## src/rtl/ip_dc_pkg.sv

```systemverilog
// Shared definitions for the intra DC predictor: config field layout,
// controller states and accumulator sizing helpers.
package ip_dc_pkg;

  localparam int CONF_LOG2_LSB = 0;
  localparam int CONF_LOG2_W   = 3;
  localparam int CONF_FILT_BIT = 3;
  localparam int CONF_BASE_LSB = 4;

  localparam int LOG2_MAX_DEF = 5;
  localparam int PIX_W_DEF    = 8;
  localparam int MAX_S        = 1 << LOG2_MAX_DEF;
  localparam int SUM_W        = PIX_W_DEF + LOG2_MAX_DEF + 1;

  typedef enum logic [1:0] {
    IDLE,
    READ,
    DIV,
    OUT
  } dc_state_e;

  // Holds the sum of 2*S samples plus the S rounding term without overflow.
  function automatic int sum_width(input int pix_w, input int log2_max);
    return pix_w + log2_max + 1;
  endfunction

endpackage

```

## src/rtl/ip_get_dc_param_if.sv

```systemverilog
// Config, reference-memory and prediction channels of the DC predictor.
// slave = predictor side, master = environment side.
interface ip_get_dc_param_if #(
  parameter int PIX_W  = 8,
  parameter int PPW    = 4,
  parameter int ADDR_W = 6,
  parameter int CONF_W = 4 + ADDR_W
);

  logic [CONF_W-1:0]      conf_in_rsc_dat;
  logic                   conf_in_rsc_vld;
  logic                   conf_in_rsc_rdy;
  logic [ADDR_W-1:0]      ref_top_adr;
  logic [PIX_W*PPW-1:0]   ref_top_q;
  logic [ADDR_W-1:0]      ref_left_adr;
  logic [PIX_W*PPW-1:0]   ref_left_q;
  logic [PIX_W*PPW-1:0]   pred_out_rsc_dat;
  logic                   pred_out_rsc_vld;
  logic                   pred_out_rsc_rdy;

  modport slave (
    input  conf_in_rsc_dat, conf_in_rsc_vld,
    output conf_in_rsc_rdy,
    output ref_top_adr, ref_left_adr,
    input  ref_top_q, ref_left_q,
    output pred_out_rsc_dat, pred_out_rsc_vld,
    input  pred_out_rsc_rdy
  );

  modport master (
    output conf_in_rsc_dat, conf_in_rsc_vld,
    input  conf_in_rsc_rdy,
    input  ref_top_adr, ref_left_adr,
    output ref_top_q, ref_left_q,
    input  pred_out_rsc_dat, pred_out_rsc_vld,
    output pred_out_rsc_rdy
  );

endinterface

```

## src/rtl/ip_dc_filter.sv

```systemverilog
// One output sample of the DC predictor, with the HEVC edge smoothing
// applied on the first row / first column when enabled.
module ip_dc_filter
  import ip_dc_pkg::*;
#(
  parameter int PIX_W = 8
) (
  input  logic [PIX_W-1:0] i_dc,
  input  logic [PIX_W-1:0] i_top_s,
  input  logic [PIX_W-1:0] i_left_s,
  input  logic             i_row0,
  input  logic             i_col0,
  input  logic             i_filt_en,
  output logic [PIX_W-1:0] o_pix
);

  localparam int EXT_W = PIX_W + 2;

  logic [EXT_W-1:0] w_dc_ext;
  logic [EXT_W-1:0] w_corner;
  logic [EXT_W-1:0] w_edge_top;
  logic [EXT_W-1:0] w_edge_left;

  // Two guard bits cover left + 2*dc + top + 2 at full sample range.
  assign w_dc_ext    = EXT_W'(i_dc);
  assign w_corner    = EXT_W'(i_left_s) + (w_dc_ext << 1) + EXT_W'(i_top_s) + EXT_W'(2);
  assign w_edge_top  = EXT_W'(i_top_s) + w_dc_ext * EXT_W'(3) + EXT_W'(2);
  assign w_edge_left = EXT_W'(i_left_s) + w_dc_ext * EXT_W'(3) + EXT_W'(2);

  always_comb begin
    o_pix = i_dc;
    if (i_filt_en) begin
      if (i_row0 && i_col0) begin
        o_pix = PIX_W'(w_corner >> 2);
      end else if (i_row0) begin
        o_pix = PIX_W'(w_edge_top >> 2);
      end else if (i_col0) begin
        o_pix = PIX_W'(w_edge_left >> 2);
      end
    end
  end

endmodule

```

## src/rtl/ip_get_dc_param.sv

```systemverilog
// Intra DC predictor: reads top/left references, computes the rounded DC
// value and streams the (optionally edge-filtered) block row-major.
module ip_get_dc_param
  import ip_dc_pkg::*;
#(
  parameter int PIX_W    = 8,
  parameter int PPW      = 4,
  parameter int LOG2_MAX = 5,
  parameter int ADDR_W   = 6,
  parameter int CONF_W   = 4 + ADDR_W
) (
  input  logic             clk,
  input  logic             rst,
  ip_get_dc_param_if.slave bus,
  output logic             err_o
);

  localparam int WORD_W    = PIX_W * PPW;
  localparam int LOG2_PPW  = $clog2(PPW);
  localparam int WIDX_W    = (LOG2_MAX > LOG2_PPW) ? LOG2_MAX - LOG2_PPW : 1;
  localparam int MAX_WORDS = 1 << WIDX_W;
  localparam int SUM_L     = sum_width(PIX_W, LOG2_MAX);

  dc_state_e r_state, w_state_next;

  logic                r_conf_rdy, r_err;
  logic [2:0]          r_log2;
  logic                r_filt;
  logic [WIDX_W-1:0]   r_n_m1, r_iss_idx, r_q_idx, r_xw;
  logic [LOG2_MAX-1:0] r_s_m1, r_y;
  logic                r_iss_vld, r_q_vld, r_all_loaded;
  logic [ADDR_W-1:0]   r_adr;
  logic [SUM_L-1:0]    r_sum, w_lane_sum;
  logic [PIX_W-1:0]    r_dc, w_dc, w_left_s;
  logic [WORD_W-1:0]   r_top  [MAX_WORDS];
  logic [WORD_W-1:0]   r_left [MAX_WORDS];
  logic [WORD_W-1:0]   r_pdat, w_word, w_top_word, w_left_word;
  logic                r_pvld;

  logic [2:0]          w_cfg_log2;
  logic                w_cfg_filt, w_cfg_legal, w_conf_fire;
  logic [ADDR_W-1:0]   w_cfg_base;
  logic [WIDX_W-1:0]   w_cfg_n_m1;
  logic [LOG2_MAX-1:0] w_cfg_s_m1;
  logic                w_last_cap, w_load, w_done, w_row0, w_col0_word;

  assign w_cfg_log2  = bus.conf_in_rsc_dat[CONF_LOG2_LSB +: CONF_LOG2_W];
  assign w_cfg_filt  = bus.conf_in_rsc_dat[CONF_FILT_BIT];
  assign w_cfg_base  = bus.conf_in_rsc_dat[CONF_BASE_LSB +: ADDR_W];
  assign w_cfg_legal = (int'(w_cfg_log2) >= 2) && (int'(w_cfg_log2) <= LOG2_MAX) &&
                       (int'(w_cfg_log2) >= LOG2_PPW);
  assign w_cfg_n_m1  = WIDX_W'((1 << (int'(w_cfg_log2) - LOG2_PPW)) - 1);
  assign w_cfg_s_m1  = LOG2_MAX'((1 << int'(w_cfg_log2)) - 1);
  assign w_conf_fire = r_conf_rdy && bus.conf_in_rsc_vld;

  assign w_last_cap = r_q_vld && (r_q_idx == r_n_m1);
  assign w_load     = (r_state == OUT) && !r_all_loaded && (!r_pvld || bus.pred_out_rsc_rdy);
  assign w_done     = (r_state == OUT) && r_all_loaded && r_pvld && bus.pred_out_rsc_rdy;

  // Rounded mean of the 2*S references: (sum + S) >> (log2_size + 1).
  assign w_dc = PIX_W'((r_sum + (SUM_L'(1) << r_log2)) >> ({1'b0, r_log2} + 4'd1));

  always_comb begin
    w_lane_sum = '0;
    for (int i = 0; i < PPW; i++) begin
      w_lane_sum = w_lane_sum + SUM_L'(bus.ref_top_q[i*PIX_W +: PIX_W])
                              + SUM_L'(bus.ref_left_q[i*PIX_W +: PIX_W]);
    end
  end

  always_ff @(posedge clk) begin
    if (rst) begin
      r_state <= IDLE;
    end else begin
      r_state <= w_state_next;
    end
  end

  always_comb begin
    w_state_next = r_state;
    unique case (r_state)
      IDLE: if (w_conf_fire && w_cfg_legal) w_state_next = READ;
      READ: if (w_last_cap) w_state_next = DIV;
      DIV:  w_state_next = OUT;
      OUT:  if (w_done) w_state_next = IDLE;
      default: w_state_next = IDLE;
    endcase
  end

  always_ff @(posedge clk) begin
    if (rst) begin
      r_conf_rdy   <= 1'b0;
      r_err        <= 1'b0;
      r_log2       <= '0;
      r_filt       <= 1'b0;
      r_n_m1       <= '0;
      r_s_m1       <= '0;
      r_adr        <= '0;
      r_iss_vld    <= 1'b0;
      r_iss_idx    <= '0;
      r_q_vld      <= 1'b0;
      r_q_idx      <= '0;
      r_sum        <= '0;
      r_dc         <= '0;
      r_y          <= '0;
      r_xw         <= '0;
      r_all_loaded <= 1'b0;
      r_pvld       <= 1'b0;
      r_pdat       <= '0;
      for (int i = 0; i < MAX_WORDS; i++) begin
        r_top[i]  <= '0;
        r_left[i] <= '0;
      end
    end else begin
      r_err      <= 1'b0;
      r_conf_rdy <= (w_state_next == IDLE);
      // Memory read latency: address registered here, data valid one cycle later.
      r_q_vld    <= r_iss_vld;
      r_q_idx    <= r_iss_idx;

      if (w_conf_fire) begin
        r_err <= !w_cfg_legal;
        if (w_cfg_legal) begin
          r_log2    <= w_cfg_log2;
          r_filt    <= w_cfg_filt && (w_cfg_log2 < 3'd5);
          r_n_m1    <= w_cfg_n_m1;
          r_s_m1    <= w_cfg_s_m1;
          r_adr     <= w_cfg_base;
          r_iss_vld <= 1'b1;
          r_iss_idx <= '0;
          r_sum     <= '0;
        end
      end else if (r_iss_vld) begin
        if (r_iss_idx == r_n_m1) begin
          r_iss_vld <= 1'b0;
        end else begin
          r_iss_idx <= r_iss_idx + WIDX_W'(1);
          r_adr     <= r_adr + ADDR_W'(1);
        end
      end

      if (r_q_vld) begin
        r_top[r_q_idx]  <= bus.ref_top_q;
        r_left[r_q_idx] <= bus.ref_left_q;
        r_sum           <= r_sum + w_lane_sum;
      end

      if (r_state == DIV) begin
        r_dc         <= w_dc;
        r_y          <= '0;
        r_xw         <= '0;
        r_all_loaded <= 1'b0;
      end

      if (w_load) begin
        r_pdat <= w_word;
        r_pvld <= 1'b1;
        if (r_xw == r_n_m1) begin
          r_xw <= '0;
          if (r_y == r_s_m1) begin
            r_all_loaded <= 1'b1;
          end else begin
            r_y <= r_y + LOG2_MAX'(1);
          end
        end else begin
          r_xw <= r_xw + WIDX_W'(1);
        end
      end else if (r_pvld && bus.pred_out_rsc_rdy) begin
        r_pvld <= 1'b0;
      end
    end
  end

  assign w_top_word  = r_top[r_xw];
  assign w_left_word = r_left[r_y[LOG2_MAX-1 -: WIDX_W]];
  assign w_left_s    = w_left_word[int'(r_y[LOG2_PPW-1:0])*PIX_W +: PIX_W];
  assign w_row0      = (r_y == '0);
  assign w_col0_word = (r_xw == '0);

  generate
    for (genvar gi = 0; gi < PPW; gi++) begin : gen_lane
      ip_dc_filter #(.PIX_W(PIX_W)) u_filt (
        .i_dc      (r_dc),
        .i_top_s   (w_top_word[gi*PIX_W +: PIX_W]),
        .i_left_s  (w_left_s),
        .i_row0    (w_row0),
        .i_col0    ((gi == 0) ? w_col0_word : 1'b0),
        .i_filt_en (r_filt),
        .o_pix     (w_word[gi*PIX_W +: PIX_W])
      );
    end
  endgenerate

  assign bus.conf_in_rsc_rdy  = r_conf_rdy;
  assign bus.ref_top_adr      = r_adr;
  assign bus.ref_left_adr     = r_adr;
  assign bus.pred_out_rsc_dat = r_pdat;
  assign bus.pred_out_rsc_vld = r_pvld;
  assign err_o                = r_err;

endmodule
```

## src/flat_wrapper.sv

```systemverilog
// flat-port wrapper written by rule: the top's interface ports become plain ports
module ip_get_dc_param_flat import ip_dc_pkg::*;
#(
  parameter int PIX_W    = 8,
  parameter int PPW      = 4,
  parameter int LOG2_MAX = 5,
  parameter int ADDR_W   = 6,
  parameter int CONF_W   = 4 + ADDR_W
)
  (clk, rst, err_o, bus_conf_in_rsc_dat, bus_conf_in_rsc_vld, bus_conf_in_rsc_rdy, bus_ref_top_adr, bus_ref_left_adr, bus_ref_top_q, bus_ref_left_q, bus_pred_out_rsc_dat, bus_pred_out_rsc_vld, bus_pred_out_rsc_rdy);
  ip_get_dc_param_if #(.PIX_W(PIX_W), .PPW(PPW), .ADDR_W(ADDR_W), .CONF_W(CONF_W)) bus_i ();
  input  logic clk;
  input  logic rst;
  output logic err_o;
  input wire logic [$bits(bus_i.conf_in_rsc_dat)-1:0] bus_conf_in_rsc_dat;
  input wire logic [$bits(bus_i.conf_in_rsc_vld)-1:0] bus_conf_in_rsc_vld;
  output wire logic [$bits(bus_i.conf_in_rsc_rdy)-1:0] bus_conf_in_rsc_rdy;
  output wire logic [$bits(bus_i.ref_top_adr)-1:0] bus_ref_top_adr;
  output wire logic [$bits(bus_i.ref_left_adr)-1:0] bus_ref_left_adr;
  input wire logic [$bits(bus_i.ref_top_q)-1:0] bus_ref_top_q;
  input wire logic [$bits(bus_i.ref_left_q)-1:0] bus_ref_left_q;
  output wire logic [$bits(bus_i.pred_out_rsc_dat)-1:0] bus_pred_out_rsc_dat;
  output wire logic [$bits(bus_i.pred_out_rsc_vld)-1:0] bus_pred_out_rsc_vld;
  input wire logic [$bits(bus_i.pred_out_rsc_rdy)-1:0] bus_pred_out_rsc_rdy;
  assign bus_i.conf_in_rsc_dat = bus_conf_in_rsc_dat;
  assign bus_i.conf_in_rsc_vld = bus_conf_in_rsc_vld;
  assign bus_conf_in_rsc_rdy = bus_i.conf_in_rsc_rdy;
  assign bus_ref_top_adr = bus_i.ref_top_adr;
  assign bus_ref_left_adr = bus_i.ref_left_adr;
  assign bus_i.ref_top_q = bus_ref_top_q;
  assign bus_i.ref_left_q = bus_ref_left_q;
  assign bus_pred_out_rsc_dat = bus_i.pred_out_rsc_dat;
  assign bus_pred_out_rsc_vld = bus_i.pred_out_rsc_vld;
  assign bus_i.pred_out_rsc_rdy = bus_pred_out_rsc_rdy;
  ip_get_dc_param #(.PIX_W(PIX_W), .PPW(PPW), .LOG2_MAX(LOG2_MAX), .ADDR_W(ADDR_W), .CONF_W(CONF_W)) u_core (.clk(clk), .rst(rst), .bus(bus_i), .err_o(err_o));
endmodule
```

## config.mk

```make
export PLATFORM = sky130hd
export DESIGN_NAME = ip_get_dc_param_flat
export DESIGN_NICKNAME = d
export VERILOG_FILES = /design/src/rtl/ip_dc_pkg.sv /design/src/rtl/ip_get_dc_param_if.sv /design/src/rtl/ip_dc_filter.sv /design/src/rtl/ip_get_dc_param.sv /design/src/flat_wrapper.sv
export SDC_FILE = /design/constraint.sdc
export NUM_CORES = 1
export LEC_CHECK = 0
export CAP_MARGIN = 20
export CELL_PAD_IN_SITES_DETAIL_PLACEMENT = 1
export CELL_PAD_IN_SITES_GLOBAL_PLACEMENT = 1
export CORE_UTILIZATION = 51
export DETAILED_ROUTE_END_ITERATION = 6
export HOLD_SLACK_MARGIN = 0.08
export PLACE_DENSITY_LB_ADDON = 0.1
export SLEW_MARGIN = 20
export SYNTH_ARGS = -nofsm -noshare
export SYNTH_HDL_FRONTEND = slang
export SYNTH_SLANG_ARGS = --single-unit
```

## constraint.sdc

```tcl
create_clock -name clk -period 7.9 [get_ports clk]
set_input_delay 1.58 -clock clk [delete_from_list [all_inputs] [get_ports clk]]
set_output_delay 1.58 -clock clk [all_outputs]
set_load 0.02 [all_outputs]
```

# Yosys cells after proc, flatten, opt, wreduce, memory -nomap -nowiden
# Memories as Yosys holds them, arrays and structs flattened. A register that Yosys moved wholly into a read port is not among the register bits.
# Cells that the tools add are included.
# word_totals
regBits	94
mem_bits_rw	512
in_bits	78
out_inout_bits	47
word_cells	158
memories	2
# classes
addsub	30
multipliers	1
magnitude_cmp	3
eq_ne	9
n_shift	5
n_mux	56
bitwise_logic	1
reduce_logical	32
# memory_table
memory	words	word_bits	rd	rd_clocked_by_memory_dff	wr	line	text
u_core.r_left	8	32	1	1	8	ip_get_dc_param.sv:36	logic [WORD_W-1:0] r_left [MAX_WORDS];
u_core.r_top	8	32	1	1	8	ip_get_dc_param.sv:35	logic [WORD_W-1:0] r_top [MAX_WORDS];
# op_table
op	count
adder 14 x 8 -> 14 bit	6
two-way mux 8 bit	10
two-way mux 32 bit	2
OR reduction 32 bit	2
adder 10 x 2 -> 10 bit, second input constant	6
adder 8 x 10 -> 10 bit	5
two-way mux 14 bit	3
two-way mux 3 bit	12
indexed part select 32 x 6 -> 8 bit	1
left shift 1 x 32 -> 3 bit, first input constant	1
adder 14 bit	2
two-way mux 6 bit	4
two-way mux 5 bit	4
two-way mux 1 bit	17
left shift 1 x 3 -> 14 bit, first input constant	1
right shift 14 x 4 -> 8 bit	1
logical AND 1 bit	13
adder 10 x 8 -> 10 bit	1
adder 8 x 9 -> 10 bit	1
multiplier 8 x 2 -> 10 bit, second input constant	1
nonzero test 2 bit	5
adder 8 x 8 -> 9 bit	1
== test 3 bit	3
one-hot mux 2 bit (4 select lines)	1
other kinds (25)	34

# Logic depth before layout (Yosys ltp)
# depth
depth_word	9
depth_mapped	24
depth_no_buf	24

# Hierarchy
# Synthesis repeated with hierarchy kept, for this count alone.
# unflattened
hier_cells	3140
hier_area_um2	37035.5
# modules_own_cells
module	instances	cells_per_inst	area_per_inst_um2	seq_area_each_um2
ip_get_dc_param	1	2198	29573.4	17316.6
ip_dc_filter at u_core.gen_lane[2].u_filt ...	2	238	1866.8	0.0
ip_dc_filter at u_core.gen_lane[0].u_filt ...	2	233	1864.3	0.0

# Worst setup path after synthesis
# OpenSTA, ideal clock, no wires.
# synth_timing
path_type	input port to flip-flop
from	in rst
to	mem u_core.r_left[3][0] (netlist bit), enable pin
setup_ns	0.575
arrival_ns	6.787
required_ns	7.325
path_slack_ns	0.538
stages	5
n_path_buf	2
cell_sequence	clkbuf_1 inv_1 clkbuf_1 nand3_1 o21ai_0
# synth_rtl
item	line	text
start, declared	flat_wrapper.sv:13	input logic rst;
end, declared	ip_get_dc_param.sv:36	

# Final worst setup path
# layout_timing
from	in bus_ref_top_q[0]
to	reg u_core.r_sum[12]
# layout_between
elab_chain_len	9
# layout_rtl
item	line	text
start, declared	flat_wrapper.sv:20	input wire logic [$bits(bus_i.ref_top_q)-1:0] bus_ref_top_q;
adder 8 x 8 -> 9 bit	ip_get_dc_param.sv:67	+ SUM_L'(bus.ref_left_q[i*PIX_W +: PIX_W]);
adder 14 x 8 -> 14 bit	ip_get_dc_param.sv:66	w_lane_sum = w_lane_sum + SUM_L'(bus.ref_top_q[i*PIX_W +: PIX_W])
adder 14 x 8 -> 14 bit	ip_get_dc_param.sv:67	
adder 14 x 8 -> 14 bit	ip_get_dc_param.sv:66	
adder 14 x 8 -> 14 bit	ip_get_dc_param.sv:67	
adder 14 x 8 -> 14 bit	ip_get_dc_param.sv:66	
adder 14 x 8 -> 14 bit	ip_get_dc_param.sv:67	
adder 14 bit	ip_get_dc_param.sv:145	r_sum <= r_sum + w_lane_sum;
two-way mux 14 bit	ip_get_dc_param.sv:142	if (r_q_vld) begin
end signal, assigned	ip_get_dc_param.sv:145	
end, declared	ip_get_dc_param.sv:33	logic [SUM_L-1:0] r_sum, w_lane_sum;
# No other way between the ends.
# A chain may end at the register's enable or synchronous reset.

==> impl_results.md <==
- Run status: finished, final reports clean
- Yosys top cell by area: edfxtp_1
- Clock power share: 36.2%
- Min Tclk post-route: 6870 ps
- Clk slew on worst S/H paths: 60 ps
- Net count after synthesis: 2851
- IO buf count: 124
- Max VDD drop: 0.1893 mV
- Fin Setup TNS: 0 ps
- CTS Buffer Depth: 3
- Yosys cell types: 75
- Syn Inst Count: 2576
- WL final: 102200 µm
- Routed Antenna Nets: 0
- Leakage: 13.65 nW
- Register area share after synthesis: 52.71%
- Max_cap viols: 0
- Max_slew headroom: 25.97%
- Initial Utilization: 51.89%
- Worst skew pair latency: 620 ps
- Final worst slack: 1030 ps
- Die ar.: 65440 µm²
- Cts-stage hold buffer count: 0
- WS Path Type: in2reg
- Startpoint Class: primary input
- Cell Rows: 92
- Sw Ratio: 28.36%
- Logic gate share of total power: 20.3%
- RSZ-0062 raised after global routing: no
- Worst Tran Pin Value: 1103 ps
- Critical Path AT: 7350 ps
- Avg Cell Area, Syn: 12.75 µm²
- Hold Path Stages: 2
- DP Area: 34960 µm²
- Most frequent cell after synthesis: edfxtp_1
- Sequential cell area: 17330 µm²
- Detail Route met3 WL: 5895 µm
- Layout area overhead: 12.78%
- R2r setup slk: 2090 ps
- Multi-input logic area: 14540 µm²
- Dominant synthesized flop cell: edfxtp_1
- Clk_skew: 25.22 ps
- Synth Register Bits: 609
- Worst Setup End Kind: register
- Fmax: 145.6 MHz
- Largest net degree at the start of global routing: 65
- Sw Pwr: 2.393 mW
- M1 WL: 40880 µm
- R2r endpoint: u_core.bus.pred_out_rsc_dat[5]
- Ratio of cells with drive above 1 in the final layout: 12.98%
- Post-synth EDFFs: 512
- Synth top area cells: edfxtp_1 (47%), mux4_2 (9.9%), and2_1 (8.2%)
- GR Util All Layers: 31.69%
- Pre-CTS setup slack: 402.4 ps
- Hold WC Path Type: reg2reg
- Fin area: 37050 µm²
- Required @ worst endpoint: 8380 ps
- DR iter-0 viols: 2015
- DP Wirelength: 67020 µm
- H-tree levels: 3
- Hold_sp: u_core.r_s_m1[3]
- Net count, final: 2923
- Cell area power density: 227.8 nW/µm²
- Vias in the first global route: 23810
- IO Count: 125
- Synth Warn #: 0
- Die Wd: 255.8 µm
- First-pass GRT wire length: 152500 µm
- CP Max Fanout: 9
- Wire length on met2: 50820 µm
- Post-CTS Repair Setup Buffers: 0
- Vias per std cell: 6.198
- Final hold violation count: 0
- TritonCTS Buffers: 68
- Routability Congestion: 0.8606
- GRT Residual Overflow: 0
- Top-area cell type share of the netlist area: 46.80%
- Seq pwr share: 43.5%
- End of the worst hold path: u_core.r_s_m1[3]
- Fin Hold WS: 467.0 ps
- Wire per inst: 28.83 µm
- Fillers: 6200
- Vias post-DR: 21970
- Max-slew violations: 0
- Post-CTS resize count: 0
- Initial antenna violation count: 8
- Clock sink total: 609
- Final cycle utilization of the critical path: 86.96%
- Synth cell count leaders: edfxtp_1 (512), and2_1 (429), mux4_2 (145)
- Async SR Flop Fraction: 0%
- Cell Area, Synth: 32850 µm²
- R2r startpoint: u_core.r_y[2]
- Pint: 6.045 mW
- DIE HEIGHT: 255.8 µm
- Uppermost layer routed: met5
- CTS root buf: clkbuf_16
- DRC Markers: 0
- DRT Pass-1 Iters: 5
- CTS tree: built
- R2R cell count: 15
- CORE AREA: 63310 µm²
- Setup Viol. Count Final: 0
state kept, by name, indices dropped and copies added, names as in the netlist, 3 cells and up, named ones only:
name / flops
u_core.r_s_m1: 5
u_core.r_left: 256
u_core.bus.ref_left_adr: 6
u_core.r_q_idx: 3
u_core.r_top: 256
u_core.r_y: 5
u_core.r_xw: 3
u_core.r_dc: 8
u_core.r_sum: 14
u_core.r_log2: 3
u_core.r_iss_idx: 3
u_core.bus.pred_out_rsc_dat: 32
u_core.r_n_m1: 3
layer usage:
| layer | vias up | GRT usage, % |
|---|---|---|
| li1 | 9544 | - |
| met1 | 11450 | 40.21 |
| met2 | 761 | 54.39 |
| met3 | 200 | 4.278 |
| met4 | 6 | 13.86 |
| met5 | - | 0 |
power groups by stage:
stage	clock (mW)	combinational (mW)	sequential (mW)
after floorplan	0	1.19	3.72
after global routing	3.20	1.90	3.68
after global placement	0	1.63	3.72
final	3.06	1.71	3.67
after CTS	3.09	1.71	3.67
after detailed placement	0	1.70	3.74
how the worst max path moves through the flow:
| stage | from | to |
|---|---|---|
| global placement | bus_ref_top_q[0] | u_core.r_sum[12] |
| CTS | bus_ref_top_q[0] | u_core.r_sum[10] |
| finish | bus_ref_top_q[0] | u_core.r_sum[12] |
| global route | bus_ref_top_q[0] | u_core.r_sum[10] |
| detailed placement | bus_ref_top_q[0] | u_core.r_sum[10] |
| floorplan | rst | u_core.r_left[3][0] |
kinds of logic (layout without fill, tap and decap cells):
kind of cell,count (synthesis),count (layout),synth area share [%]
DFF,609,609,52.71
buffers and inverters,287,408,3.462
other,0,1,0
adders and majority gates,197,197,8.896
AOI/OAI and AO/OA,312,312,6.212
and+or+nand+nor,905,905,15.25
xor gates and xnor gates,73,73,1.946
muxes,193,193,11.52
cell usage in the layout (no fill, tap or decap), types with 42 or more instances in the layout:
master | synthesis | layout
clkbuf_16 | 0 | 70
nand2_1 | 97 | 96
inv_1 | 106 | 106
a21oi_1 | 93 | 93
edfxtp_1 | 512 | 512
and2_1 | 429 | 429
fa_1 | 61 | 61
o21ai_0 | 65 | 59
nor3_1 | 136 | 136
clkdlybuf4s50_1 | 0 | 123
xnor2_1 | 43 | 43
dfxtp_1 | 97 | 92
buf_4 | 6 | 42
ha_1 | 136 | 136
nor2_1 | 109 | 103
mux4_2 | 145 | 145
cell type report:
class | instances | area share [%]
Sequential cell | 609 | 46.77
Multi-Input combinational cell | 1680 | 39.25
Clock buffer | 94 | 5.008
Timing Repair Buffer | 166 | 4.228
Tap cell | 846 | 2.857
Inverter | 123 | 1.246
Clock inverter | 25 | 0.6281
Antenna cell | 1 | 0.006754
worst max-delay path, cell delays in order:
cell and delay [ps]:
clkdlybuf4s50_1 610, ha_1 290, inv_1 70, fa_1 410, xnor2_1 180, fa_1 510
inv_1 60, fa_1 500, fa_1 540, inv_1 60, fa_1 480, ha_1 240
fa_1 410, a21o_1 180, a21oi_1 220, o21bai_1 100, a21oi_1 260, o21bai_1 130
a211oi_1 260, xor2_1 160, o21ai_0 90
through the flow:
stage                     util [%]  instances  power (mW)
final                        58.52       3544       8.439
after global routing         58.52       3543       8.779
after CTS                    58.52       3543       8.473
after detailed placement     55.22       3424       5.435
after global placement       55.22       3424       5.351
after floorplan                  -       2576       4.912
Note: power is estimated with default switching activity, not from simulation.
